<file path="config.mk">
export PLATFORM = sky130hd
export DESIGN_NAME = pipe_hazard_ctrl
export DESIGN_NICKNAME = d
export VERILOG_FILES = /design/src/rtl/proc_pkg.sv /design/src/rtl/hazard_match.sv /design/src/rtl/pipe_hazard_ctrl.sv
export SDC_FILE = /design/constraint.sdc
export NUM_CORES = 1
export LEC_CHECK = 0
export CAP_MARGIN = 30
export CORE_MARGIN = 2
export CORE_UTILIZATION = 49
export DETAILED_ROUTE_END_ITERATION = 16
export MAX_ROUTING_LAYER = met4
export PLACE_DENSITY_LB_ADDON = 0.08
export SLEW_MARGIN = 40
export SYNTH_ARGS = -nofsm -noshare
export SYNTH_HDL_FRONTEND = slang
export SYNTH_SLANG_ARGS = --single-unit
</file>
<file path="constraint.sdc">
create_clock -name clk_i -period 2.6 [get_ports clk_i]
set_clock_uncertainty 0.15 [all_clocks]
set_input_delay 0.52 -clock clk_i [delete_from_list [all_inputs] [get_ports clk_i]]
set_output_delay 0.52 -clock clk_i [all_outputs]
set_load 0.01 [all_outputs]
</file>
<file path="src/rtl/proc_pkg.sv">
// Shared types and constants for the pipeline hazard/scoreboard unit.
//   hz_entry_t  : one tracked in-flight instruction {valid, rd, we, is_load}
//   FWD_REGFILE : bypass-select code meaning "read the register file"
// The rd field is sized for the widest supported register address.
// Narrower address spaces are zero-extended into it.
package proc_pkg;

  localparam int HZ_RD_W     = 8;
  localparam int FWD_REGFILE = 0;

  typedef struct packed {
    logic               valid;
    logic [HZ_RD_W-1:0] rd;
    logic               we;
    logic               is_load;
  } hz_entry_t;

endpackage

</file>
<file path="src/rtl/hazard_match.sv">
// Combinational source-operand matcher against the in-flight entry array.
// Ports:
//   src_i      : source register address
//   used_i     : the instruction in D actually reads this source
//   ent_i      : tracked entries, index 1 = X (youngest) .. N_STAGES = W
//   hit_o      : some writing entry targets src_i (x0 never matches)
//   idx_o      : stage index of the youngest matching entry (0 when no hit)
//   is_load_o  : the winning entry is a load
module hazard_match
  import proc_pkg::*;
#(
  parameter int REG_AW   = 5,
  parameter int N_STAGES = 3,
  parameter int IDX_W    = $clog2(N_STAGES + 1)
) (
  input  logic [REG_AW-1:0]          src_i,
  input  logic                       used_i,
  input  hz_entry_t [N_STAGES:1]     ent_i,
  output logic                       hit_o,
  output logic [IDX_W-1:0]           idx_o,
  output logic                       is_load_o
);

  logic [HZ_RD_W-1:0] src_ext;

  assign src_ext = HZ_RD_W'(src_i);

  // Scan oldest to youngest so that a younger match overwrites an older one;
  // the youngest producer holds the most recent value of the register.
  always_comb begin
    hit_o     = 1'b0;
    idx_o     = '0;
    is_load_o = 1'b0;
    if (used_i && (src_i != '0)) begin
      for (int k = N_STAGES; k >= 1; k--) begin
        if (ent_i[k].valid && ent_i[k].we && (ent_i[k].rd == src_ext)) begin
          hit_o     = 1'b1;
          idx_o     = IDX_W'(k);
          is_load_o = ent_i[k].is_load;
        end
      end
    end
  end

endmodule

</file>
<file path="src/rtl/pipe_hazard_ctrl.sv">
// Hazard and scoreboard unit for the in-order integer pipeline.
// Tracks the destination of every instruction from X (stage 1) to W
// (stage N_STAGES), stalls decode on RAW hazards (or only on load-use when
// forwarding is enabled), squashes D on flush, freezes on ext_stall_i and
// counts hazard-stall cycles with saturation.
// Ports:
//   clk_i, rst_n_i           : clock, synchronous active-low reset
//   d_*_i                    : decode-slot instruction fields
//   flush_i                  : squash D (taken branch)
//   ext_stall_i              : freeze the whole pipe
//   stall_o                  : hold D and PC for a hazard
//   incr_pc_o                : PC may advance
//   fwd1_sel_o, fwd2_sel_o   : operand source, 0 = regfile, k = stage k
//   w_rd_o, w_we_o           : registered write-back address / enable
//   stall_cnt_o              : saturating hazard-stall cycle count
//
// Flow control: an instruction leaves D into X on a rising edge exactly when
// d_valid_i & ~stall_o & ~flush_i & ~ext_stall_i. While stall_o or
// ext_stall_i is high the front end must hold D and the PC unchanged
// (incr_pc_o low); a flushed D slot becomes a bubble in X.
module pipe_hazard_ctrl
  import proc_pkg::*;
#(
  parameter int REG_AW   = 5,
  parameter int N_STAGES = 3,
  parameter int FWD_EN   = 0,
  parameter int CNT_W    = 16
) (
  input  logic                        clk_i,
  input  logic                        rst_n_i,
  input  logic                        d_valid_i,
  input  logic [REG_AW-1:0]           d_rs1_i,
  input  logic                        d_rs1_used_i,
  input  logic [REG_AW-1:0]           d_rs2_i,
  input  logic                        d_rs2_used_i,
  input  logic [REG_AW-1:0]           d_rd_i,
  input  logic                        d_rd_we_i,
  input  logic                        d_is_load_i,
  input  logic                        flush_i,
  input  logic                        ext_stall_i,
  output logic                        stall_o,
  output logic                        incr_pc_o,
  output logic [$clog2(N_STAGES)-1:0] fwd1_sel_o,
  output logic [$clog2(N_STAGES)-1:0] fwd2_sel_o,
  output logic [REG_AW-1:0]           w_rd_o,
  output logic                        w_we_o,
  output logic [CNT_W-1:0]            stall_cnt_o
);

  localparam int SEL_W = $clog2(N_STAGES);
  localparam int IDX_W = $clog2(N_STAGES + 1);

  hz_entry_t [N_STAGES:1] ent_q, ent_d;
  logic [CNT_W-1:0]       cnt_q, cnt_d;

  logic             hit1, hit2;
  logic [IDX_W-1:0] idx1, idx2;
  logic             ld1, ld2;
  logic             haz1, haz2, hazard;

  hazard_match #(
    .REG_AW   (REG_AW),
    .N_STAGES (N_STAGES),
    .IDX_W    (IDX_W)
  ) u_match_rs1 (
    .src_i     (d_rs1_i),
    .used_i    (d_rs1_used_i),
    .ent_i     (ent_q),
    .hit_o     (hit1),
    .idx_o     (idx1),
    .is_load_o (ld1)
  );

  hazard_match #(
    .REG_AW   (REG_AW),
    .N_STAGES (N_STAGES),
    .IDX_W    (IDX_W)
  ) u_match_rs2 (
    .src_i     (d_rs2_i),
    .used_i    (d_rs2_used_i),
    .ent_i     (ent_q),
    .hit_o     (hit2),
    .idx_o     (idx2),
    .is_load_o (ld2)
  );

  // A match in W is never a hazard: the regfile writes before it reads.
  // With forwarding only a load still in X cannot be bypassed.
  always_comb begin
    if (FWD_EN != 0) begin
      haz1 = hit1 && (idx1 == IDX_W'(1)) && ld1;
      haz2 = hit2 && (idx2 == IDX_W'(1)) && ld2;
    end else begin
      haz1 = hit1 && (idx1 != IDX_W'(N_STAGES));
      haz2 = hit2 && (idx2 != IDX_W'(N_STAGES));
    end
    hazard = haz1 || haz2;
  end

  always_comb begin
    fwd1_sel_o = SEL_W'(FWD_REGFILE);
    fwd2_sel_o = SEL_W'(FWD_REGFILE);
    if ((FWD_EN != 0) && !hazard) begin
      if (hit1 && (idx1 != IDX_W'(N_STAGES))) fwd1_sel_o = SEL_W'(idx1);
      if (hit2 && (idx2 != IDX_W'(N_STAGES))) fwd2_sel_o = SEL_W'(idx2);
    end
  end

  // Flush outranks a hazard: a squashed instruction has nothing to wait for.
  assign stall_o   = d_valid_i && !flush_i && hazard;
  assign incr_pc_o = !stall_o && !ext_stall_i;

  always_comb begin
    ent_d = ent_q;
    cnt_d = cnt_q;
    if (!ext_stall_i) begin
      for (int k = N_STAGES; k >= 2; k--) begin
        ent_d[k] = ent_q[k-1];
      end
      ent_d[1] = '0;
      if (d_valid_i && !stall_o && !flush_i) begin
        ent_d[1].valid   = 1'b1;
        ent_d[1].rd      = HZ_RD_W'(d_rd_i);
        ent_d[1].we      = d_rd_we_i;
        ent_d[1].is_load = d_is_load_i;
      end
      if (stall_o && (cnt_q != {CNT_W{1'b1}})) begin
        cnt_d = cnt_q + CNT_W'(1);
      end
    end
  end

  always_ff @(posedge clk_i) begin
    if (!rst_n_i) begin
      ent_q <= '0;
      cnt_q <= '0;
    end else begin
      ent_q <= ent_d;
      cnt_q <= cnt_d;
    end
  end

  assign w_rd_o      = ent_q[N_STAGES].rd[REG_AW-1:0];
  assign w_we_o      = ent_q[N_STAGES].valid && ent_q[N_STAGES].we;
  assign stall_cnt_o = cnt_q;

endmodule

</file>
==> results.toml <==
[die]
die_height_um = 68.1
core_area_um2 = 3970
fp-row-count = 23
initial_core_util_pct = 50.6
dieWidth_um = 68.1
io_pins = 52
dieArea_um2 = 4630

[setup_path]
r2r-end = "stall_cnt_o[4]"
endpoint_kind = "output port"
crit_path_cell_trace = "clkdlybuf4s15_1 -> or4_1 -> o21ai_1 -> buf_4 -> o22a_4 -> nor2_4 -> buf_6 -> buf_6"
cpMaxStageDelayCell = "or4_1"
max_stage_delay_ps = 520
critPathKind = "in2out"
cp.required_ps = 1930
r2r_setup_slack_ps = 220
start_kind = "input pin"
worst_r2r_path_depth = 7
critPathBufInv = 4
cp_common_cell = "buf_6"
critical_path.top_delay_family = "simple AND/OR/NAND/NOR gates"
r2r-start = "ent_q[2]"
critPathArrivalTime_ps = 1900
cp_max_fo = 2

[logic_synthesis]
post-synth-top-area-fraction_pct = 36.8
syn_area_um2 = 2010
avgSynthCellArea_um2 = 9.10
yosys-top-cells-area = "dfxtp_1 (37%), xor2_1 (8.7%), mux2i_1 (8.5%)"
synth_most_common_cell = "dfxtp_1"
synth.largest_area_cell = "dfxtp_1"
synth_cell_type_count = 38
syn-instance-count = 221
synth_seq_area_share_pct = 36.8
synth_flop_cell = "dfxtp_1"
yosysWarnings = 0
ys_async_sr_fraction_pct = 0
synth-edff-count = 0
synth_common_cells = "dfxtp_1 (37), nor2_1 (22), xor2_1 (20)"
synth-seq-cells = 37

[global_routing]
grt_pass1_vias = 1744
grt_usage_pct = 24.1
grt_max_degree = 27
grt_pass1_wl_mm = 8.18
grt.overflow.total = 0
antenna_found_initial = 0

[sta]
hold_viol = 0
setup_slack_ps = 27.9
slew_headroom_pct = 66.0
fin_hold_ws_ps = 350
worst_pin_slew_ps = 508
fmax_ghz = 0.389
drv_slew = 0
fin_crit_sh_pct = 98.9
finalSetupViolations = 0
setup_tns_ps = 0
period_minus_slack_ps = 2570

[place]
io_buffers = 46
place_area_um2 = 2670
dp_hpwl_mm = 3.61
place_ws_ps = -678
place_congestion = 0.836

[route]
drc = 0
vias = 1940
drt-wirelength-per-cell_um = 14.6
wirelength_mm = 5.08
ant_nets = 0
first_iter_violations = 120
first_pass_iters = 4
avgViaCountPerCell = 5.56

[cells_and_area]
design_area_um2 = 2840
layout-drive-gt1-share_pct = 24.7
diodes = 0
areaGrowthSynthToFinish_pct = 41.1
nets = 323

[clocking]
cts_inserted_buffers = 5
cts_tree = "done"
cts_buffer_depth = 2
clk_latency_ps = 290
hold_buffers = 0
h-tree-depth = 2
path_clk_slew_ps = 70
clock_sinks = 37
cts_root_buffer = "clkbuf_8"

[power_and_ir_drop]
power_per_cell_area_nw_per_um2 = 384
total_power_w = 0.00109
max-vdd-ir-drop_mv = 0.317
p_leak_nw = 1.14

[hold_path]
hold_start = "stall_cnt_o[15]"
min_delay_worst_endpoint = "stall_cnt_o[15]"
hold-path-cell-count = 2
hold_class = "reg2reg"

[job]
cap_violations = 0

[status]
status = "completed"
==> worst reg2reg max path, cell delays in order (launching register included) <==
cell     delay, ps
dfxtp_4        370
xor2_2         150
nor4_2         310
a22oi_2        150
o22a_4         280
buf_4          220
or4_1          540
a21oi_1        150
==> power breakdown <==
part / total [W] / internal (W) / switching, W
clock: 0.000382 / 0.000186 / 0.000197
combinational: 0.000132 / 0.0000695 / 0.0000623
sequential: 0.000575 / 0.000570 / 0.00000566
==> flip-flops by register name, summed over array words and instances, names as in the netlist <==
signal,count
stall_cnt_o,16
ent_q,16
w_rd_o,5
==> cell usage in the layout, fill, tap and decap left out, types with 6 or more instances in the layout <==
cell type        synthesis  routed
dfxtp_1                 37      34
mux2i_1                 17      17
nor2_1                  22      21
nand3_1                  8       8
nand2b_1                 6       6
a22o_1                   6       6
o31ai_1                  6       6
a21oi_1                 11      11
clkdlybuf4s50_1          0      34
buf_4                    9      40
clkbuf_2                 0       6
or4_1                    8       7
xor2_1                  20      18
nand2_1                  8       8
==> cell type report <==
type | instances | area (um^2)
clock buffer | 6 | 72.6
clock inverter | 2 | 10.0
fill | 336 | 1130
inverter | 5 | 18.8
multi-input combinational | 161 | 1170
sequential | 37 | 749
tap | 50 | 62.6
timing repair buffer | 88 | 754
==> worst max path at each step <==
stage / from / endpoint / depth (start not counted)
2_1_floorplan: d_rs1_i[0] / incr_pc_o / 6
3_3_place_gp: d_rs2_i[3] / incr_pc_o / 7
3_5_place_dp: d_rs2_i[4] / stall_o / 8
4_1_cts: d_rs1_i[0] / stall_o / 8
5_1_grt: d_rs1_i[3] / incr_pc_o / 8
6_report: d_rs1_i[3] / stall_o / 8
==> cell families (layout without fill, tap and decap cells) <==
kind of cell	Yosys count	after routing	synth area share, %
multiplexers	17	17	8.46
XOR/XNOR	20	20	8.71
flip-flops	37	37	36.8
AND/OR/NAND/NOR	75	75	20.8
other	1	4	0.187
buffers and inverters	26	101	8.40
AO/OA/AOI/OAI	44	44	15.9
adder cells (fa/ha/maj)	1	1	0.622
==> layer usage <==
layer / share of wire, % / GRT usage (%) / vias up
li1: - / - / 955
met1: 48 / 32.5 / 923
met2: 46 / 37.3 / 54
met3: 5.3 / 4.61 / 8
met4: 1.2 / 6.00 / 0
met5: 0 / - / -
==> metrics by stage <==
| step | util, % | cells |
|---|---|---|
| after floorplan | - | 224 |
| after global placement | 67.3 | 336 |
| after detailed placement | 67.3 | 336 |
| after CTS | 70.6 | 347 |
| after global routing | 71.4 | 349 |
| final | 71.4 | 349 |
==> repair_timing <==
| action | CTS | global route |
|---|---|---|
| resized for setup | 34 | 25 |
| setup endpoints to repair | 13 | 3 |
| pin swaps | 10 | 8 |
| setup buffers | 3 | 3 |
No activity file was read; power rests on OpenSTA's default activity.
